--- src/rtl/alu32_arbiter.sv ---
// Round-robin front end that shares one combinational alu32 between two requesters.
// Each accepted operation takes three cycles: IDLE (accept), EXEC (drive ALU), RESP (return result).
`ifndef ALU_AND
`define ALU_AND 3'b000
`define ALU_OR  3'b001
`define ALU_ADD 3'b010
`define ALU_XOR 3'b011
`define ALU_NOR 3'b100
`define ALU_SUB 3'b110
`endif

module alu32_arbiter #(
    parameter int WIDTH  = 32,
    parameter int CTRL_W = 3
) (
    input  logic              clk,
    input  logic              reset_n,
    input  logic              req0_valid,
    output logic              req0_ready,
    input  logic [WIDTH-1:0]  req0_A,
    input  logic [WIDTH-1:0]  req0_B,
    input  logic [CTRL_W-1:0] req0_control,
    input  logic              req1_valid,
    output logic              req1_ready,
    input  logic [WIDTH-1:0]  req1_A,
    input  logic [WIDTH-1:0]  req1_B,
    input  logic [CTRL_W-1:0] req1_control,
    output logic              resp0_valid,
    input  logic              resp0_ready,
    output logic              resp1_valid,
    input  logic              resp1_ready,
    output logic [WIDTH-1:0]  res_out,
    output logic              res_overflow,
    output logic              res_zero,
    output logic              res_negative,
    output logic [WIDTH-1:0]  alu_A,
    output logic [WIDTH-1:0]  alu_B,
    output logic [CTRL_W-1:0] alu_control,
    input  logic [WIDTH-1:0]  alu_out,
    input  logic              alu_overflow,
    input  logic              alu_zero,
    input  logic              alu_negative
);

    typedef enum logic [1:0] {IDLE, EXEC, RESP} state_t;

    state_t              state_q, state_d;
    logic                prio_q, prio_d;
    logic                gid_q, gid_d;
    logic [WIDTH-1:0]    op_a_q, op_a_d;
    logic [WIDTH-1:0]    op_b_q, op_b_d;
    logic [CTRL_W-1:0]   op_ctrl_q, op_ctrl_d;
    logic [WIDTH-1:0]    res_out_q, res_out_d;
    logic                res_ovf_q, res_ovf_d;
    logic                res_zero_q, res_zero_d;
    logic                res_neg_q, res_neg_d;
    logic                resp0_valid_q, resp0_valid_d;
    logic                resp1_valid_q, resp1_valid_d;

    logic grant0, grant1, resp_hs;

    // prio names the requester that wins when both are valid in the same cycle
    assign grant0  = (state_q == IDLE) && req0_valid && (!req1_valid || !prio_q);
    assign grant1  = (state_q == IDLE) && req1_valid && (!req0_valid ||  prio_q);
    // Only the granted port's resp_ready matters; the other valid is low in RESP
    assign resp_hs = (resp0_valid_q && resp0_ready) || (resp1_valid_q && resp1_ready);

    always_comb begin
        state_d       = state_q;
        prio_d        = prio_q;
        gid_d         = gid_q;
        op_a_d        = op_a_q;
        op_b_d        = op_b_q;
        op_ctrl_d     = op_ctrl_q;
        res_out_d     = res_out_q;
        res_ovf_d     = res_ovf_q;
        res_zero_d    = res_zero_q;
        res_neg_d     = res_neg_q;
        resp0_valid_d = resp0_valid_q;
        resp1_valid_d = resp1_valid_q;
        case (state_q)
            IDLE: begin
                if (grant0 || grant1) begin
                    op_a_d    = grant1 ? req1_A       : req0_A;
                    op_b_d    = grant1 ? req1_B       : req0_B;
                    op_ctrl_d = grant1 ? req1_control : req0_control;
                    gid_d     = grant1;
                    state_d   = EXEC;
                end
            end
            EXEC: begin
                res_out_d     = alu_out;
                res_ovf_d     = alu_overflow;
                res_zero_d    = alu_zero;
                res_neg_d     = alu_negative;
                resp0_valid_d = !gid_q;
                resp1_valid_d = gid_q;
                state_d       = RESP;
            end
            RESP: begin
                if (resp_hs) begin
                    resp0_valid_d = 1'b0;
                    resp1_valid_d = 1'b0;
                    prio_d        = ~gid_q;
                    state_d       = IDLE;
                end
            end
            default: state_d = IDLE;
        endcase
    end

    always_ff @(posedge clk or negedge reset_n) begin
        if (!reset_n) begin
            state_q       <= IDLE;
            prio_q        <= 1'b0;
            gid_q         <= 1'b0;
            op_a_q        <= '0;
            op_b_q        <= '0;
            op_ctrl_q     <= '0;
            res_out_q     <= '0;
            res_ovf_q     <= 1'b0;
            res_zero_q    <= 1'b0;
            res_neg_q     <= 1'b0;
            resp0_valid_q <= 1'b0;
            resp1_valid_q <= 1'b0;
        end else begin
            state_q       <= state_d;
            prio_q        <= prio_d;
            gid_q         <= gid_d;
            op_a_q        <= op_a_d;
            op_b_q        <= op_b_d;
            op_ctrl_q     <= op_ctrl_d;
            res_out_q     <= res_out_d;
            res_ovf_q     <= res_ovf_d;
            res_zero_q    <= res_zero_d;
            res_neg_q     <= res_neg_d;
            resp0_valid_q <= resp0_valid_d;
            resp1_valid_q <= resp1_valid_d;
        end
    end

    assign req0_ready   = grant0;
    assign req1_ready   = grant1;
    assign resp0_valid  = resp0_valid_q;
    assign resp1_valid  = resp1_valid_q;
    assign res_out      = res_out_q;
    assign res_overflow = res_ovf_q;
    assign res_zero     = res_zero_q;
    assign res_negative = res_neg_q;
    assign alu_A        = op_a_q;
    assign alu_B        = op_b_q;
    assign alu_control  = op_ctrl_q;

endmodule

--- config.mk ---
export PLATFORM = sky130hd
export DESIGN_NAME = alu32_arbiter
export DESIGN_NICKNAME = d
export VERILOG_FILES = /design/src/rtl/alu32_arbiter.sv
export SDC_FILE = /design/constraint.sdc
export NUM_CORES = 1
export LEC_CHECK = 0
export BUFFER_PORTS_ARGS = -buffer_cell sky130_fd_sc_hd__buf_2
export CAP_MARGIN = 20
export CORE_MARGIN = 5
export CORE_UTILIZATION = 45
export CTS_CLUSTER_DIAMETER = 50
export DETAILED_ROUTE_END_ITERATION = 6
export PLACE_DENSITY_LB_ADDON = 0.2
export RECOVER_POWER = 50
export SETUP_SLACK_MARGIN = 0.5
export SYNTH_ARGS = -nofsm -noshare
export SYNTH_HDL_FRONTEND = slang
export SYNTH_SLANG_ARGS = --single-unit
--- constraint.sdc ---
create_clock -name clk -period 1.75 [get_ports clk]
set_input_delay 0.0875 -clock clk [delete_from_list [all_inputs] [get_ports clk]]
set_output_delay 0.0875 -clock clk [all_outputs]
set_load 0.01 [all_outputs]
# == Word level (Yosys, flattened, before mapping) ==
# Index checks and enable logic that the tools add are counted.
# word_totals
register_bits,108
in_bits,175
out_inout_bits,106
elab_cells,46
# classes
n_eq_ne,4
n_mux,9
bitwise,1
reduce_logical,20
# ops
cell,count
32-bit two-way mux,2
2-bit AND reduction,4
1-bit logical AND,6
2-bit one-hot mux with 3 select lines,1
1-bit zero test,4
1-bit logical OR,4
2-bit two-way mux,2
1-bit one-hot mux with 2 select lines,2
3-bit two-way mux,1
2-bit by 1-bit equality test with 1-bit output (second input constant),1
2-bit equality test (second input constant),1
2-bit zero test,1
2-bit by 1-bit != test with 1-bit output (second input constant),1
2-bit != test (second input constant),1
2-bit nonzero test,1
1-bit two-way mux,1
1-bit inverter,1

# == Depth between registers and ports, before layout ==
# Gate-level depths: netlist (run 1).
# depth
depth_word,6
depth_mapped,7
mapped_depth_nobuf,3

# == Least setup slack after synthesis (run 1) ==
# OpenSTA, ideal clock, no wires.
# synth_path
path_type,flip-flop to flip-flop
start,reg prio_q
end,"reg op_b_q[22], in the netlist alu_B[22]"
setup_ps,101
t_arrival_ps,1392
required_time_ps,1649
path_slack_ps,257
stages_incl_launch_ff,8
path_buffers,4
period_less_slack_ps,1493
cell_sequence,dfrtp_1 nand2b_1 clkbuf_1 and3_1 buf_2 buf_6 buf_6 o311ai_2
# synth_between
word_cells_on_any_way,8
classes_between,mux (1); reduce/logical (7)
# synth_lines
element,line_no,source
start: declaration,48,"logic prio_q, prio_d;"
start signal: assignment,128,prio_q <= prio_d;
1-bit logical OR (*),64,assign grant1 = (state_q == IDLE) && req1_valid && (!req0_valid || prio_q);
1-bit logical AND (*),64,
via req1_ready,24,"output logic req1_ready,"
1-bit logical OR,83,if (grant0 || grant1) begin
2-bit AND reduction (no line),n/a,
end signal: assignment,131,op_b_q <= op_b_d;
end: declaration,51,"logic [WIDTH-1:0] op_b_q, op_b_d;"
# The timed path passes the listed nets; every way through them passes the cells marked *.
# A chain may end at the register's enable or synchronous reset.

# == Worst setup path in the final report (run 1) ==
# layout_path
start,reg state_q[0]
end,"reg op_b_q[20], in the netlist alu_B[20]"
# layout_between
elab_chain_len,5
word_cells_on_any_way,8
classes_between,mux (1); reduce/logical (7)
# layout_rtl
element,line_no,source
start: declaration,47,"state_t state_q, state_d;"
start signal: assignment,127,state_q <= state_d;
2-bit zero test (*),"63, 64, 81",
1-bit logical AND (on tied branches) (2 in a row),"63, 64",
1-bit logical OR,83,
2-bit AND reduction (no line),n/a,
# Every way passes the cells marked *; elsewhere a longest branch is shown, timed or not.

==> flow_summary.toml, run 1 <==
[synth]
syn_inst = 494
number_of_flops_mapped_to_enable_cells_by_yosys = 0
synthTopCellsByCount = "dfrtp_1 (108), inv_1 (71), o21ai_0 (70)"
synth-main-ff-cell = "dfrtp_1"
postSynth.asyncResetShare_pct = 100.0
synth_nets = 669
synthesis.area_um2 = 5136
post-synth-top-area-cell = "dfrtp_1"
yosys_register_bits = 108
synth-warning-count = 0
syn_avg_cell_area_um2 = 10.40
post-synth-top-count-cell = "dfrtp_1"
synth_top_cells_by_area = "dfrtp_1 (53%), o311ai_1 (10%), nand4_1 (8.2%), mux2_2 (7.7%), o21ai_0 (6.8%)"
synth.distinct_cells = 25
yosys.area.top_type_share_pct = 52.62
yosysSeqAreaShare_pct = 52.62

[worst_hold_path]
min_path_cells = 3
min_path_type = "in2reg"
min-delay-start = "req0_A[19]"
min_to = "alu_A[19]$_DFFE_PN0P_"

[power]
combinationalPowerShare_pct = 59.7
power_switching_share_pct = 41.24
leakagePower_nw = 3.992
power.sequential.fraction_pct = 27.9
part_of_the_total_power_dissipated_in_the_clock_network_pct = 12.4
pint_w = 0.009924
power_switching_w = 0.006965
power-per-cell-area_nw_per_um2 = 1904
worst_ir_drop_vdd_mv = 1.066
total_power_w = 0.01689

[timing]
setup_ws_post_layout_ps = 155.5
min_period_over_period_pct = 91.12
worstMarginPinSlew_ps = 947.1
rsz0062_at_grt = "true"
hold_viol_final = 0
crit_path_time_final_ps = 1595
finalSetupViolations = 0
tns_ps = 0
maxSlewViolCount = 0
maxClockFrequency_ghz = 0.6271
worst_slew_margin_rel_pct = 36.86
final.setup_skew_ps = 6.838

[placed_design]
gp_congestion = 0.7716
pre_cts_slack_ps = 189.1
io_port_bufs = 280
dpl_cell_area_um2 = 6713
detailed_place_hpwl_mm = 12.12

[critical_path]
crit_slowest_cell = "dfrtp_1"
worstPathCellList = "nor2_4 -> buf_6 -> buf_6 -> o21ai_4 -> clkbuf_16 -> o311ai_1"
crit_buf_inv = 3
reg2regPathDepth = 6
crit_path_end_kind = "flip-flop"
crit_path_max_fanout = 10
crit_path_max_incr_delay_ps = 430
crit-reg2reg-launch = "state_q[0]$_DFFE_PN0P_"
timing.critical_path.required_ps = 1980
crit_path_start_kind = "flip-flop"
critPathTopFamily = "buffers and inverters"
path_common_cell = "buf_6"
setup.reg_to_reg.worst_slack_ps = 160
rr_endpoint = "alu_B[20]$_DFFE_PN0P_"
stages_on_worst_setup_path = 6
critPathKind = "reg2reg"
critPathArrivalTime_ps = 1820

[finish]
area_growth_pct = 72.69
post_route_cell_area_um2 = 8870
nets_final = 1003
drive_gt1_share_pct = 48.74
finalCoreUtilization_pct = 78.35

[floorplanning]
core_um2 = 11320
initial_utilization_pct = 45.37
fp.dieH_um = 116.8
fp-row-count = 39
num_io_pins = 281
floorplan.die_area_um2 = 13650
floorplan.die.width_um = 116.8

[global_route]
number_of_antenna_violations_at_the_first_check_in_global_routing = 2
wire_length_of_the_first_global_routing_pass_mm = 29.83
track_usage_pct = 28.31
gr-total-overflow = 0
largest_net_degree_at_the_start_of_global_routing = 48
via_count_of_the_first_global_routing_pass = 5806

[clock_tree]
cts.htree.levels = 3
clkSlewWorstSetupHoldPaths_ps = 80
cts-root-to-sink-buffers = 2
cts_made_buffers = 9
tritoncts = "built"
cts.sinks = 108
worst_skew_pair.late_latency_ps = 350
cts.root.buffer_cell = "clkbuf_16"

[drt]
wl_per_cell_um = 22.59
route.vias.total = 5762
drt_drc_violations_left = 0
drt_first_pass_iters = 5
postRouteWirelength_mm = 22.10
antenna_left = 0
vias_per_cell = 5.892
drtIter0Drc = 470

[outcome]
status = "complete, no violations"

[job]
maxCapViolCount = 0
[power groups by stage]
stage / logic [W] / clock network (W) / registers [W]
4_1_cts: 0.00805 / 0.00210 / 0.00449
6_report: 0.0101 / 0.00209 / 0.00471
3_3_place_gp: 0.00596 / 0 / 0.00448
3_5_place_dp: 0.00613 / 0 / 0.00452
2_1_floorplan: 0.00322 / 0 / 0.00504
5_1_grt: 0.0107 / 0.00220 / 0.00483
[timing repair]
action / in CTS / in global routing
buffers inserted: 13 / 7
pin swaps: 3 / 17
gates cloned: 12 / 14
gates resized for setup: 58 / 147
setup endpoints to repair: 106 / 108
hold buffers: 36 / 0
hold endpoints to repair: 71 / 0
[worst max-delay path by stage]
stage,startpoint,slack [ps],end
floorplan,prio_q$_DFFE_PN0P_,280,alu_B[22]$_DFFE_PN0P_
global placement,state_q[0]$_DFFE_PN0P_,260,alu_B[28]$_DFFE_PN0P_
detailed placement,state_q[0]$_DFFE_PN0P_,190,alu_B[24]$_DFFE_PN0P_
CTS,state_q[1]$_DFFE_PN0P_,190,alu_B[26]$_DFFE_PN0P_
global route,state_q[0]$_DFFE_PN0P_,110,alu_B[20]$_DFFE_PN0P_
finish,state_q[0]$_DFFE_PN0P_,160,alu_B[20]$_DFFE_PN0P_
[stage by stage]
stage                     std cells  hold slack [ps]
after CTS                       955            4.597
after detailed placement        878            82.14
after floorplan                 494           -208.1
final                           978            3.174
after global routing            977            15.97
after global placement          878            75.27
[layer usage]
| metal | vias up | wire length, um | track usage (%) |
|---|---|---|---|
| li1 | 2537 | - | - |
| met5 | - | 7 | 0 |
| met2 | 348 | 11320 | 48.16 |
| met1 | 2810 | 7936 | 34.29 |
| met3 | 65 | 2171 | 6.889 |
| met4 | 2 | 662 | 12.23 |
[logic make-up (layout without fill, tap and decap cells)]
group	Yosys count	after routing	synth area share, %
buf+inv	127	465	9.890
other cells	0	2	0
mux	35	35	7.674
simple gates	80	80	9.476
flops	108	108	52.62
compound gates	144	145	20.34
[cell usage in the layout, fill, tap and decap left out, types with 19 or more instances in the layout]
cell,instances
o21ai_1,27
dfrtp_1,107
o21ai_2,26
nand4_1,67
mux2_2,35
inv_1,70
clkbuf_16,19
buf_2,190
dlygate4sd3_1,36
clkbuf_1,87
o311ai_2,38
[worst register-to-register path, stage by stage (launching register included)]
cell       delay [ps]
dfrtp_1           430
nor2_4            180
buf_6             120
buf_6             120
o21ai_4           120
clkbuf_16         220
o311ai_1          290
[final cells by class]
cell class / count / area, um2
repair buffers: 378 / 2754
flip-flops and latches: 108 / 2704
multi-input cells: 260 / 2663
fillers: 762 / 2451
inverters: 71 / 266.5
clock buffers: 9 / 225.2
well taps: 143 / 178.9
clock inverters: 7 / 73.82
diodes: 2 / 5.005
[sequential cells by signal, summed over array words and instances, names as in the netlist]
name / cells
alu_A: 32
alu_B: 32
alu_control: 3
gid_q: 1
prio_q: 1
res_negative: 1
res_out: 32
res_overflow: 1
res_zero: 1
resp0_valid: 1
resp1_valid: 1
state_q: 2
Note: power is estimated with default switching activity, not from simulation.
==> run 2: changes to the inputs <==
--- a/config.mk
+++ b/config.mk
@@ -8,7 +8,7 @@
 export BUFFER_PORTS_ARGS = -buffer_cell sky130_fd_sc_hd__buf_2
 export CAP_MARGIN = 20
 export CORE_MARGIN = 5
-export CORE_UTILIZATION = 45
+export CORE_UTILIZATION = 48
 export CTS_CLUSTER_DIAMETER = 50
 export DETAILED_ROUTE_END_ITERATION = 6
 export PLACE_DENSITY_LB_ADDON = 0.2
==> constraint.sdc (replaced) <==
create_clock -name clk -period 2 [get_ports clk]
set_input_delay 0.1 -clock clk [delete_from_list [all_inputs] [get_ports clk]]
set_output_delay 0.1 -clock clk [all_outputs]
set_load 0.01 [all_outputs]
==> run 2 against run 1 <==
Compared with the run above: first-iteration DRC count grew 1.5%; via count shrank 1.0%; non-clock buffer count grew 11; core utilization shrank 0.63 points; critical path depth shrank 2; critical path type unchanged; highest routed layer is now met4.
==> flow_summary.toml, run 2 (synthesis results as in run 1) <==
[drt]
drt_drc_violations_left = 0
postRouteWirelength_mm = 19.92
drt_first_pass_iters = 5
vias_per_cell = 5.818
route.vias.total = 5702
wl_per_cell_um = 20.32
drtIter0Drc = 477
antenna_left = 0

[finish]
nets_final = 1013
layout_common_cells = "buf_2 (224), dfrtp_1 (107), dlygate4sd3_1 (81)"
area_growth_pct = 56.91
sequential_cell_area_um2 = 2704
final_common_cell = "buf_2"
fillCellCount = 714
drive_gt1_share_pct = 41.76
area_used_by_multi_input_combinational_logic_um2 = 2196

[floorplanning]
fp.dieH_um = 113.4
num_io_pins = 281
fp-row-count = 37
initial_utilization_pct = 49.53
floorplan.die_area_um2 = 12870
floorplan.die.width_um = 113.4
core_um2 = 10370

[critical_path]
critPathKind = "reg2reg"
crit_slowest_cell = "dfrtp_1"
worstPathCellList = "or2_2 -> buf_4 -> o21ai_0 -> o311ai_2"
crit_path_max_incr_delay_ps = 430
crit_path_max_fanout = 33
timing.critical_path.required_ps = 2240
critPathTopFamily = "compound AO/OA/AOI/OAI gates"
critPathArrivalTime_ps = 1820
crit_path_start_kind = "flip-flop"
crit_buf_inv = 1
crit_path_end_kind = "flip-flop"

[timing]
maxClockFrequency_ghz = 0.6310
hold_viol_final = 0
worstMarginPinSlew_ps = 915.3
min_period_over_period_pct = 79.24
crit_path_time_final_ps = 1585
worst_slew_margin_rel_pct = 38.83
finalSetupViolations = 0
final.setup_skew_ps = 14.12
worst_hold_slack_ps = 8.233
rsz0062_at_grt = "true"
maxSlewViolCount = 0
tns_ps = 0

[placed_design]
gp_congestion = 0.8593
io_port_bufs = 280
detailed_place_hpwl_mm = 12.03

[clock_tree]
cts-root-to-sink-buffers = 2
cts_made_buffers = 9
tritoncts = "built"
worst_skew_pair.late_latency_ps = 380
clkSlewWorstSetupHoldPaths_ps = 110
cts.htree.levels = 3
cts.root.buffer_cell = "clkbuf_8"
cts.sinks = 108

[global_route]
largest_net_degree_at_the_start_of_global_routing = 109
gr-total-overflow = 0
track_usage_pct = 29.46
via_count_of_the_first_global_routing_pass = 5852
wire_length_of_the_first_global_routing_pass_mm = 30.24
number_of_antenna_violations_at_the_first_check_in_global_routing = 0

[power]
worst_ir_drop_vdd_mv = 0.7080
power.sequential.fraction_pct = 34.4
combinationalPowerShare_pct = 54.4
pint_w = 0.006610
power-per-cell-area_nw_per_um2 = 1435
power_switching_share_pct = 42.83
power_switching_w = 0.004951
part_of_the_total_power_dissipated_in_the_clock_network_pct = 11.2
leakagePower_nw = 3.763

[worst_hold_path]
min_path_type = "in2reg"

[outcome]
status = "complete, no violations"

[job]
maxCapViolCount = 0
-- run 2: repair_timing --
item / CTS / global route
cloned: 3 / 1
pin swaps: 2 / 2
gates resized for setup: 34 / 29
setup buffers: 7 / 2
endpoints found under the hold margin: 171 / 0
endpoints found under the setup margin: 63 / 71
hold buffers: 81 / 0
-- run 2: per-layer routing --
| metal | wire length, um | global-route usage, % | up-vias |
|---|---|---|---|
| li1 | - | - | 2533 |
| met1 | 7165 | 33.82 | 2766 |
| met2 | 10590 | 53.75 | 341 |
| met3 | 1495 | 5.782 | 62 |
| met4 | 661 | 11.86 | 0 |
| met5 | 0 | 0 | - |
-- run 2: power by group through the flow --
stage | Clock (W) | Sequential [W] | Combinational (W)
finish | 0.00129 | 0.00398 | 0.00629
global route | 0.00140 | 0.00410 | 0.00673
CTS | 0.00130 | 0.00391 | 0.00612
detailed placement | 0 | 0.00395 | 0.00537
global placement | 0 | 0.00392 | 0.00520
floorplan | 0 | 0.00440 | 0.00266
-- run 2: worst paths after layout --
path	from	to	slack, ps	depth (start not counted)
worst max-delay path	state_q[0]$_DFFE_PN0P_	alu_B[16]$_DFFE_PN0P_	420	4
worst min-delay path	req0_B[15]	alu_B[15]$_DFFE_PN0P_	8	3
worst max register to register	state_q[0]$_DFFE_PN0P_	alu_B[16]$_DFFE_PN0P_	420	4
worst min register to register	res_out[10]$_DFFE_PN0P_	res_out[10]$_DFFE_PN0P_	510	1
max in group asynchronous	reset_n	state_q[1]$_DFFE_PN0P_	1150	3
min in group asynchronous	reset_n	res_out[27]$_DFFE_PN0P_	370	3
-- run 2: tightest hold or removal path, cell delays in order --
cell      delay, ps
buf_2           100
inv_1            50
o311ai_1         90
-- run 2: metrics by stage --
| step | power [W] | utilization, % | instance area, um2 | cells | setup slack [ps] |
|---|---|---|---|---|---|
| 2_1_floorplan | 0.007063 | - | 5136 | 494 | 507.2 |
| 3_3_place_gp | 0.009118 | 64.21 | 6659 | 869 | 436.4 |
| 3_5_place_dp | 0.009325 | 64.21 | 6659 | 869 | 358.2 |
| 4_1_cts | 0.01133 | 77.05 | 7990 | 976 | 421.9 |
| 5_1_grt | 0.01223 | 77.69 | 8056 | 979 | 349.7 |
| 6_report | 0.01156 | 77.71 | 8059 | 980 | 415.2 |
-- run 2: cell type report --
class	instances	area share (%)
Antenna cell	1	0.03105
Timing Repair Buffer	389	31.47
Sequential cell	108	33.55
Multi-Input combinational cell	259	27.25
Inverter	71	3.307
Clock buffer	9	1.537
Clock inverter	7	0.7452
Tap cell	136	2.111
==> run 3: changes to the inputs <==
--- a/config.mk
+++ b/config.mk
@@ -5,10 +5,11 @@
 export SDC_FILE = /design/constraint.sdc
 export NUM_CORES = 1
 export LEC_CHECK = 0
+export ABC_AREA = 1
 export BUFFER_PORTS_ARGS = -buffer_cell sky130_fd_sc_hd__buf_2
 export CAP_MARGIN = 20
 export CORE_MARGIN = 5
-export CORE_UTILIZATION = 48
+export CORE_UTILIZATION = 42
 export CTS_CLUSTER_DIAMETER = 50
 export DETAILED_ROUTE_END_ITERATION = 6
 export PLACE_DENSITY_LB_ADDON = 0.2
==> constraint.sdc (replaced) <==
create_clock -name clk -period 1.3 [get_ports clk]
set_input_delay 0.065 -clock clk [delete_from_list [all_inputs] [get_ports clk]]
set_output_delay 0.065 -clock clk [all_outputs]
set_load 0.01 [all_outputs]
==> run 3 against run 2 <==
Compared with the run above: the run now ends with setup timing left; worst setup slack worse by 610 ps; clock skew decreased by 8.0 ps; register-to-register slack lost 610 ps; maximum frequency rose by 5.9%; synthesized area up 7.0%; non-clock buffer count increased by 46; combinational power increased by 110%; die area up 20%; final cell count grew 37%; flip-flop and latch count is the same; total power grew 96%; count of clock-buffer cells in the layout up 2.
==> flow_summary.toml, run 3 <==
[drt]
vias_per_cell = 4.920
wl_per_cell_um = 16.61
met2_wirelength_mm = 11.10
antenna_left = 0
highest_layer = "met4"
drtIter0Drc = 407
route.vias.total = 6583
drt_first_pass_iters = 5
routed-wl-met3_mm = 2.013
drt_drc_violations_left = 0
postRouteWirelength_mm = 22.22
detail_route.wirelength.met1_mm = 8.326

[critical_path]
rr_endpoint = "alu_A[9]$_DFFE_PN0P_"
critPathKind = "reg2reg"
crit_path_start_kind = "flip-flop"
reg2regPathDepth = 9
crit_path_max_fanout = 6
crit_path_end_kind = "flip-flop"
critPathArrivalTime_ps = 1740
worst_setup_startpoint = "state_q[1]$_DFFE_PN0P_"
setup.reg_to_reg.worst_slack_ps = -200
crit-reg2reg-launch = "state_q[1]$_DFFE_PN0P_"
timing.critical_path.required_ps = 1540

[timing]
setup_ws_post_layout_ps = -195.9
min_period_over_period_pct = 115.1
finalSetupViolations = 100
maxSlewViolCount = 0
worstMarginPinSlew_ps = 806.2
final.setup_skew_ps = 6.161
rsz0062_at_grt = "true"
hold_viol_final = 0
crit_path_time_final_ps = 1496
maxClockFrequency_ghz = 0.6685
worst_hold_slack_ps = 6.800
worst_slew_margin_rel_pct = 46.26

[finish]
fillCellCount = 918
area_growth_pct = 71.91
nets_final = 1334
layout_common_cells = "nand2_1 (309), buf_2 (240), inv_1 (138)"
area_used_by_multi_input_combinational_logic_um2 = 2162
sequential_cell_area_um2 = 2703
final_common_cell = "nand2_1"
drive_gt1_share_pct = 37.83
post_route_cell_area_um2 = 9449

[placed_design]
detailed_place_hpwl_mm = 12.78
gp_congestion = 0.8638
io_port_bufs = 280
dpl_cell_area_um2 = 7254

[synth]
synthAdderAreaFrac_pct = 0
synthMuxAreaShare_pct = 0
synthesis.area_um2 = 5497
synth_top_family_by_area = "simple AND/OR/NAND/NOR gates"
synth-main-ff-cell = "dfrtp_1"
synth-warning-count = 0
post-synth-top-count-cell = "nand2_1"
yosys.area.top_type_share_pct = 49.17
yosys_register_bits = 108
postSynth.asyncResetShare_pct = 100.0
yosysSeqAreaShare_pct = 49.17
synth-xor-area-share_pct = 0
syn_inst = 763
synth_nets = 938
synthTopCellsByCount = "nand2_1 (318), inv_1 (139), dfrtp_1 (108)"
synth.distinct_cells = 16
post-synth-top-area-cell = "dfrtp_1"
synth_top_cells_by_area = "dfrtp_1 (49%), nand2_1 (22%), inv_1 (9.5%), nand4_1 (7.6%), nand3_1 (6.3%)"
syn_avg_cell_area_um2 = 7.204
yosys.area_share.simple_pct = 36.28
synth_compound_gate_area_share_pct = 0.5236
number_of_flops_mapped_to_enable_cells_by_yosys = 0

[clock_tree]
worst_skew_pair.late_latency_ps = 350
cts.htree.levels = 3
cts.sinks = 108
clkSlewWorstSetupHoldPaths_ps = 70
cts-root-to-sink-buffers = 2
tritoncts = "built"
cts.root.buffer_cell = "clkbuf_16"
cts_made_buffers = 9

[floorplanning]
num_io_pins = 281
fp.dieH_um = 124.4
floorplan.die_area_um2 = 15480
fp-row-count = 41
initial_utilization_pct = 43.20
floorplan.die.width_um = 124.4
core_um2 = 12720

[worst_hold_path]
min-delay-start = "req0_B[6]"
min_to = "alu_B[6]$_DFFE_PN0P_"
min_path_cells = 5
min_path_type = "in2reg"

[power]
leakagePower_nw = 5.615
power-per-cell-area_nw_per_um2 = 2402
worst_ir_drop_vdd_mv = 1.281

[job]
maxCapViolCount = 0

[global_route]
via_count_of_the_first_global_routing_pass = 6416
largest_net_degree_at_the_start_of_global_routing = 59
track_usage_pct = 26.06
number_of_antenna_violations_at_the_first_check_in_global_routing = 3
wire_length_of_the_first_global_routing_pass_mm = 32.90
gr-total-overflow = 0

[outcome]
violated_checks = "setup timing"
status = "finished, violations left"
==> run 3: layout make-up <==
| class | count | area share [%] |
|---|---|---|
| clock inverter | 4 | 0.7680 |
| clock buffer | 11 | 2.675 |
| sequential | 108 | 28.60 |
| antenna | 3 | 0.07945 |
| timing repair buffer | 435 | 36.92 |
| multi-input combinational | 463 | 22.88 |
| inverter | 142 | 5.800 |
| tap | 172 | 2.278 |
==> run 3: metal layers <==
| layer | vias to the layer above | global-route usage [%] |
|---|---|---|
| met5 | - | 0 |
| met4 | 0 | 11.99 |
| met3 | 55 | 6.775 |
| met2 | 385 | 43.80 |
| met1 | 3004 | 31.25 |
| li1 | 3139 | - |
==> run 3: worst max path at each step <==
stage,end,slack [ps],cells past startpoint
5_1_grt,req0_ready,-260,6
4_1_cts,req1_ready,-160,6
3_5_place_dp,alu_A[23]$_DFFE_PN0P_,-50,5
2_1_floorplan,alu_A[15]$_DFFE_PN0P_,40,5
6_report,alu_A[9]$_DFFE_PN0P_,-200,9
3_3_place_gp,alu_A[30]$_DFFE_PN0P_,-20,5
==> run 3: metrics by stage <==
step | worst slack [ps] | TNS (ps) | std cells | utilization (%) | total power (W)
after global routing | -259.1 | -18720 | 1338 | 74.27 | 0.02397
after detailed placement | -46.47 | -328.7 | 1192 | 57.02 | 0.01460
after floorplan | 42.77 | 0 | 763 | - | 0.01095
after CTS | -162.9 | -10820 | 1299 | 70.52 | 0.02098
after global placement | -19.70 | -38.37 | 1192 | 57.02 | 0.01451
final | -195.9 | -11580 | 1338 | 74.27 | 0.02269
==> run 3: logic make-up after synthesis <==
logic type      Yosys count
buf+inv                 192
compound gates            5
simple gates            458
flops                   108
==> run 3: worst max-delay path, cell delays in order (launching register included) <==
cell,delay [ps]
dfrtp_1,390
nor2_4,70
buf_12,120
buf_8,120
o21ai_4,90
clkinv_4,180
buf_6,170
buf_16,130
nand3_2,50
nand2_1,60
==> run 3: where the power goes <==
part           leakage [nW]  switching (W)  internal, W
Clock                 0.158        0.00128      0.00178
Sequential             1.32        0.00111      0.00506
Combinational          4.13        0.00654      0.00692
==> run 3: what timing repair did <==
item / 4_1_cts / 5_1_grt
setup endpoints to repair: 214 / 214
hold buffers: 42 / 0
gates resized for setup: 80 / 40
pin swaps: 17 / 26
buffers inserted: 38 / 33
endpoints found under the hold margin: 149 / 0
gates cloned: 12 / 3
